[config.mk]
export PLATFORM = sky130hd
export DESIGN_NAME = demux_vc_n
export DESIGN_NICKNAME = d
export VERILOG_FILES = /design/src/rtl/demux_vc_pkg.sv /design/src/rtl/demux_vc_hold.sv /design/src/rtl/demux_vc_n.sv
export SDC_FILE = /design/constraint.sdc
export NUM_CORES = 1
export LEC_CHECK = 0
export ABC_AREA = 1
export CORE_MARGIN = 2
export CORE_UTILIZATION = 50
export DETAILED_ROUTE_END_ITERATION = 12
export GPL_TIMING_DRIVEN = 0
export HOLD_SLACK_MARGIN = 0.12
export PLACE_DENSITY_LB_ADDON = 0.05
export SKIP_LAST_GASP = 1
export SYNTH_ARGS = -nofsm -noshare
export SYNTH_HDL_FRONTEND = slang
export SYNTH_SLANG_ARGS = --single-unit
[constraint.sdc]
create_clock -name clk -period 2.4 [get_ports clk]
set_input_delay 0.48 -clock clk [delete_from_list [all_inputs] [get_ports clk]]
set_output_delay 0.48 -clock clk [all_outputs]
set_load 0.02 [all_outputs]
[src/rtl/demux_vc_pkg.sv]
// Shared constants and helpers for the virtual-channel demux.
// Optional per-channel delivery counters are enabled with DEMUX_VC_CNT_EN.
package demux_vc_pkg;

  localparam int DEF_DATA_W  = 6;
  localparam int DEF_NUM_CH  = 4;
  localparam int DEF_SEL_LSB = 4;
  localparam int CNT_W       = 8;

  function automatic int ch_w(input int n);
    int w;
    w = 0;
    for (int i = 0; i < 31; i++) begin
      if ((1 << i) < n) w = i + 1;
    end
    return w;
  endfunction

endpackage

[src/rtl/demux_vc_hold.sv]
// One-entry hold register for a word whose target channel was full.
// Load and release are never requested in the same cycle by the top.
module demux_vc_hold
  import demux_vc_pkg::*;
#(
  parameter int DATA_W = DEF_DATA_W,
  parameter int CH_W   = 2
) (
  input  logic              clk,
  input  logic              reset_L,
  input  logic              load_i,
  input  logic              rel_i,
  input  logic [DATA_W-1:0] data_i,
  input  logic [CH_W-1:0]   ch_i,
  output logic              vld_o,
  output logic [DATA_W-1:0] data_o,
  output logic [CH_W-1:0]   ch_o
);

  logic              vld_q, vld_d;
  logic [DATA_W-1:0] data_q, data_d;
  logic [CH_W-1:0]   ch_q, ch_d;

  always_comb begin
    vld_d  = vld_q;
    data_d = data_q;
    ch_d   = ch_q;
    if (rel_i) vld_d = 1'b0;
    if (load_i) begin
      vld_d  = 1'b1;
      data_d = data_i;
      ch_d   = ch_i;
    end
  end

  always_ff @(posedge clk or negedge reset_L) begin
    if (!reset_L) begin
      vld_q  <= 1'b0;
      data_q <= '0;
      ch_q   <= '0;
    end else begin
      vld_q  <= vld_d;
      data_q <= data_d;
      ch_q   <= ch_d;
    end
  end

  assign vld_o  = vld_q;
  assign data_o = data_q;
  assign ch_o   = ch_q;

endmodule

[src/rtl/demux_vc_n.sv]
// Demux of one word stream onto NUM_CH virtual channels with full-backpressure.
// Define DEMUX_VC_CNT_EN to add per-channel 8-bit delivery counters on cnt_out.
module demux_vc_n
  import demux_vc_pkg::*;
#(
  parameter int DATA_W  = DEF_DATA_W,
  parameter int NUM_CH  = DEF_NUM_CH,
  parameter int SEL_LSB = DEF_SEL_LSB
) (
  input  logic                     clk,
  input  logic                     reset_L,
  input  logic [DATA_W-1:0]        data_in,
  input  logic                     valid_in,
  input  logic [NUM_CH-1:0]        full_in,
  output logic                     ready_out,
  output logic [NUM_CH*DATA_W-1:0] data_out,
  output logic [NUM_CH-1:0]        valid_out
`ifdef DEMUX_VC_CNT_EN
  ,
  output logic [NUM_CH*CNT_W-1:0]  cnt_out
`endif
);

  localparam int CH_W = ch_w(NUM_CH);

  logic [CH_W-1:0]   sel_ch;
  logic              hold_vld;
  logic [DATA_W-1:0] hold_data;
  logic [CH_W-1:0]   hold_ch;
  logic              accept, load, rel, dlv;
  logic [CH_W-1:0]   dlv_ch;
  logic [DATA_W-1:0] dlv_data;

  logic [NUM_CH-1:0]        valid_out_q, valid_out_d;
  logic [NUM_CH*DATA_W-1:0] data_out_q, data_out_d;

  assign sel_ch    = data_in[SEL_LSB +: CH_W];
  assign ready_out = ~hold_vld;
  assign accept    = valid_in & ready_out;
  assign load      = accept & full_in[sel_ch];
  assign rel       = hold_vld & ~full_in[hold_ch];
  assign dlv       = rel | (accept & ~full_in[sel_ch]);
  assign dlv_ch    = rel ? hold_ch : sel_ch;
  assign dlv_data  = rel ? hold_data : data_in;

  demux_vc_hold #(
    .DATA_W (DATA_W),
    .CH_W   (CH_W)
  ) u_hold (
    .clk     (clk),
    .reset_L (reset_L),
    .load_i  (load),
    .rel_i   (rel),
    .data_i  (data_in),
    .ch_i    (sel_ch),
    .vld_o   (hold_vld),
    .data_o  (hold_data),
    .ch_o    (hold_ch)
  );

  always_comb begin
    valid_out_d = '0;
    data_out_d  = data_out_q;
    if (dlv) begin
      valid_out_d[dlv_ch] = 1'b1;
      data_out_d[dlv_ch*DATA_W +: DATA_W] = dlv_data;
    end
  end

  always_ff @(posedge clk or negedge reset_L) begin
    if (!reset_L) begin
      valid_out_q <= '0;
      data_out_q  <= '0;
    end else begin
      valid_out_q <= valid_out_d;
      data_out_q  <= data_out_d;
    end
  end

  assign valid_out = valid_out_q;
  assign data_out  = data_out_q;

`ifdef DEMUX_VC_CNT_EN
  logic [NUM_CH*CNT_W-1:0] cnt_q, cnt_d;

  // Counters wrap naturally at 2**CNT_W.
  always_comb begin
    cnt_d = cnt_q;
    if (dlv) begin
      cnt_d[dlv_ch*CNT_W +: CNT_W] = cnt_q[dlv_ch*CNT_W +: CNT_W] + 1'b1;
    end
  end

  always_ff @(posedge clk or negedge reset_L) begin
    if (!reset_L) cnt_q <= '0;
    else          cnt_q <= cnt_d;
  end

  assign cnt_out = cnt_q;
`endif

endmodule

==> impl_metrics.yaml <==
final_layout:
  seq_area_um2: 851
  nets: 300
  drive_above_1_share: 0.160
  multi_input_area_um2: 865
  layout.cells.non_filler: 327
  fill_cells: 299
  final_util: 0.711
  syn2layout_area_growth_pct: 33.7
  num_antenna_cells: 0
floorplanning:
  rows: 21
  ios: 42
  die_h_um: 64.3
  die_x_um: 64.3
  die-area_mm2: 0.00413
  core_mm2: 0.00342
  start_util: 0.532
synth:
  syn_area_mm2: 0.00182
  async_reset_ff_frac: 1.00
  synth_compound_area_frac: 0.0482
  yosys-top-cells-area: "dfrtp_1 47%, nand2_1 15%, nand3_1 6.9%"
  ys.flop_type: "dfrtp_1"
  synth_seq_cells: 34
  synth_fa_ha_area_frac: 0.0482
  yosysTopAreaCellShare: 0.468
  yosysWarnings: 0
  synth_cells: 227
  synth_edf_count: 0
  synthMuxAreaShare: 0
  synth_common_cells: "73 x nand2_1, 34 x dfrtp_1, 28 x inv_1, 25 x nand3_1, 15 x nor2_1"
  yosysMostFrequentCell: "nand2_1"
  ys_seq_area_frac: 0.468
  syn_area_per_cell_um2: 8.00
  synth_top_family_by_area: "simple AND/OR/NAND/NOR gates"
  synth-xor-area-share: 0
  syn-num-nets: 247
  synth_cell_type_count: 23
  synth_top_cell_by_area: "dfrtp_1"
  yosys.area_share.simple: 0.355
routing:
  drtAntennaViolNets: 0
  drtIter0Drc: 82
  wire_per_inst_um: 11.3
  drt_first_pass_iters: 4
  drc: 0
  routed_via_density: 4.79
  num_vias: 1565
  wirelength_um: 3680
clock_network:
  htreeDepth: 2
  cts-root-buf: "clkbuf_4"
  clk_pin_slew_ns: 0.10
  cts_buffers: 5
  hold_buffers: 0
  cts_tree: "yes"
  cts_sinks: 34
  insertion_delay_ns: 0.34
  clk_path_buf_depth: 2
sta:
  finalCritPeriodShare: 0.940
  finalCriticalPeriod_ns: 2.26
  hold_violations: 0
  tns_ns: 0
  setup_slack_ns: 0.144
  slew_headroom: 0.518
  worst_slew_pin_slew_ns: 0.723
  setup_viol: 0
  hold_ws_ns: 0.178
  max_freq_mhz: 443
  slew_viol_final: 0
  finalClockSkew_ns: 0.00900
critical_path:
  cp.arrival_ns: 2.54
  r2r-end: "data_out[13]"
  crit_required_ns: 2.68
  cp-start-kind: "primary input"
  reg2reg_depth: 13
  cp-end-kind: "register"
  worst-setup-path-type: "in2reg"
  crit_start: "full_in[3]"
  regToRegStartpoint: "u_hold.data_o[4]"
  critPathMaxFanout: 10
  r2r_setup_slack_ns: 0.25
place:
  post-place-ws_ns: -0.509
  placedCellCount: 314
  place_congestion: 0.798
  dp_hpwl_um: 2680
  io_buffers: 41
job:
  cap_violations: 0
grt:
  grt_usage: 0.209
  grt_overflow: 0
  grt_pass1_vias: 1489
  grt_max_degree: 35
  grt_antenna_before_repair: 0
  grt_pass1_wl_um: 6600
power:
  irDropWorstVdd_mv: 0.624
  cellPowerDensity_mw_per_mm2: 1170
  p_leak_nw: 1.24
hold_path:
  hp-class: "in2async"
status:
  status: "completed"
[flip-flops by register name (all words and copies together) (netlist names)]
name,cells
data_out,23
u_hold.data_o,6
u_hold.vld_o,1
valid_out,4
[per-layer routing]
layer,vias up,share of wire,track usage,wire (µm)
met1,693,0.46,0.276,1700
met2,43,0.46,0.322,1700
met4,0,0.022,0.0957,82
met3,10,0.051,0.0546,187
met5,-,0,0,0
li1,819,-,-,-
[worst max-delay path: stages]
cell             delay (ns)
clkdlybuf4s50_1        0.48
nand2_1                0.07
nand3_2                0.09
nand2_4                0.08
nand2_4                0.14
nand2_4                0.08
nand2_8                0.12
inv_8                  0.06
ha_2                   0.33
nor2_4                 0.14
nand3_2                0.14
a21oi_1                0.16
nand3_1                0.09
nand2_1                0.06
[logic make-up (layout without fill, tap and decap cells)]
logic type / Yosys count / in the layout
buffers and inverters: 35 / 89
and+or+nand+nor: 134 / 134
AOI/OAI and AO/OA: 17 / 17
DFF: 34 / 34
adders and majority gates: 7 / 7
[cells in the final DEF (no fill, tap or decap), drive strengths merged]
cell type      count
a21oi              2
buf                9
clkbuf             6
clkdlybuf4s50     40
clkinv             1
clkinvlp           1
dfrtp             34
ha                 7
inv               32
nand2             84
nand3             27
nand4              2
nor2              19
nor3               2
o21ai             14
o21bai             1
[cell type report]
type                       count  share of cell area
multi-input combinational    158               0.356
timing repair buffer          46               0.182
sequential                    34               0.350
tap                           46              0.0237
clock buffer                   6              0.0211
clock inverter                 2             0.00515
inverter                      32              0.0546
buffer                         3             0.00721
[power breakdown]
| part | switching [W] | total, W | internal [W] |
|---|---|---|---|
| Combinational | 0.000982 | 0.00163 | 0.000649 |
| Sequential | 0.000100 | 0.000879 | 0.000779 |
| Clock | 0.000195 | 0.000336 | 0.000141 |
[through the flow]
stage | area, µm² | total power (W)
2_1_floorplan | 1820 | 0.00186
3_3_place_gp | 2280 | 0.00239
3_5_place_dp | 2280 | 0.00241
4_1_cts | 2360 | 0.00278
5_1_grt | 2430 | 0.00310
6_report | 2430 | 0.00285
[what timing repair did]
item                                    in CTS  in global routing
pin swaps                                    0                  2
endpoints found under the hold margin        0                  0
endpoints found under the setup margin       9                 16
resized for setup                            4                  8
setup buffers                                0                  5
[how the worst max path moves through the flow]
stage	end	cells after the start
finish	data_out[13]	14
global route	data_out[19]	14
CTS	data_out[15]	14
detailed placement	data_out[15]	14
global placement	data_out[12]	14
floorplan	data_out[13]	12
Power figures use the tool's default switching activity.
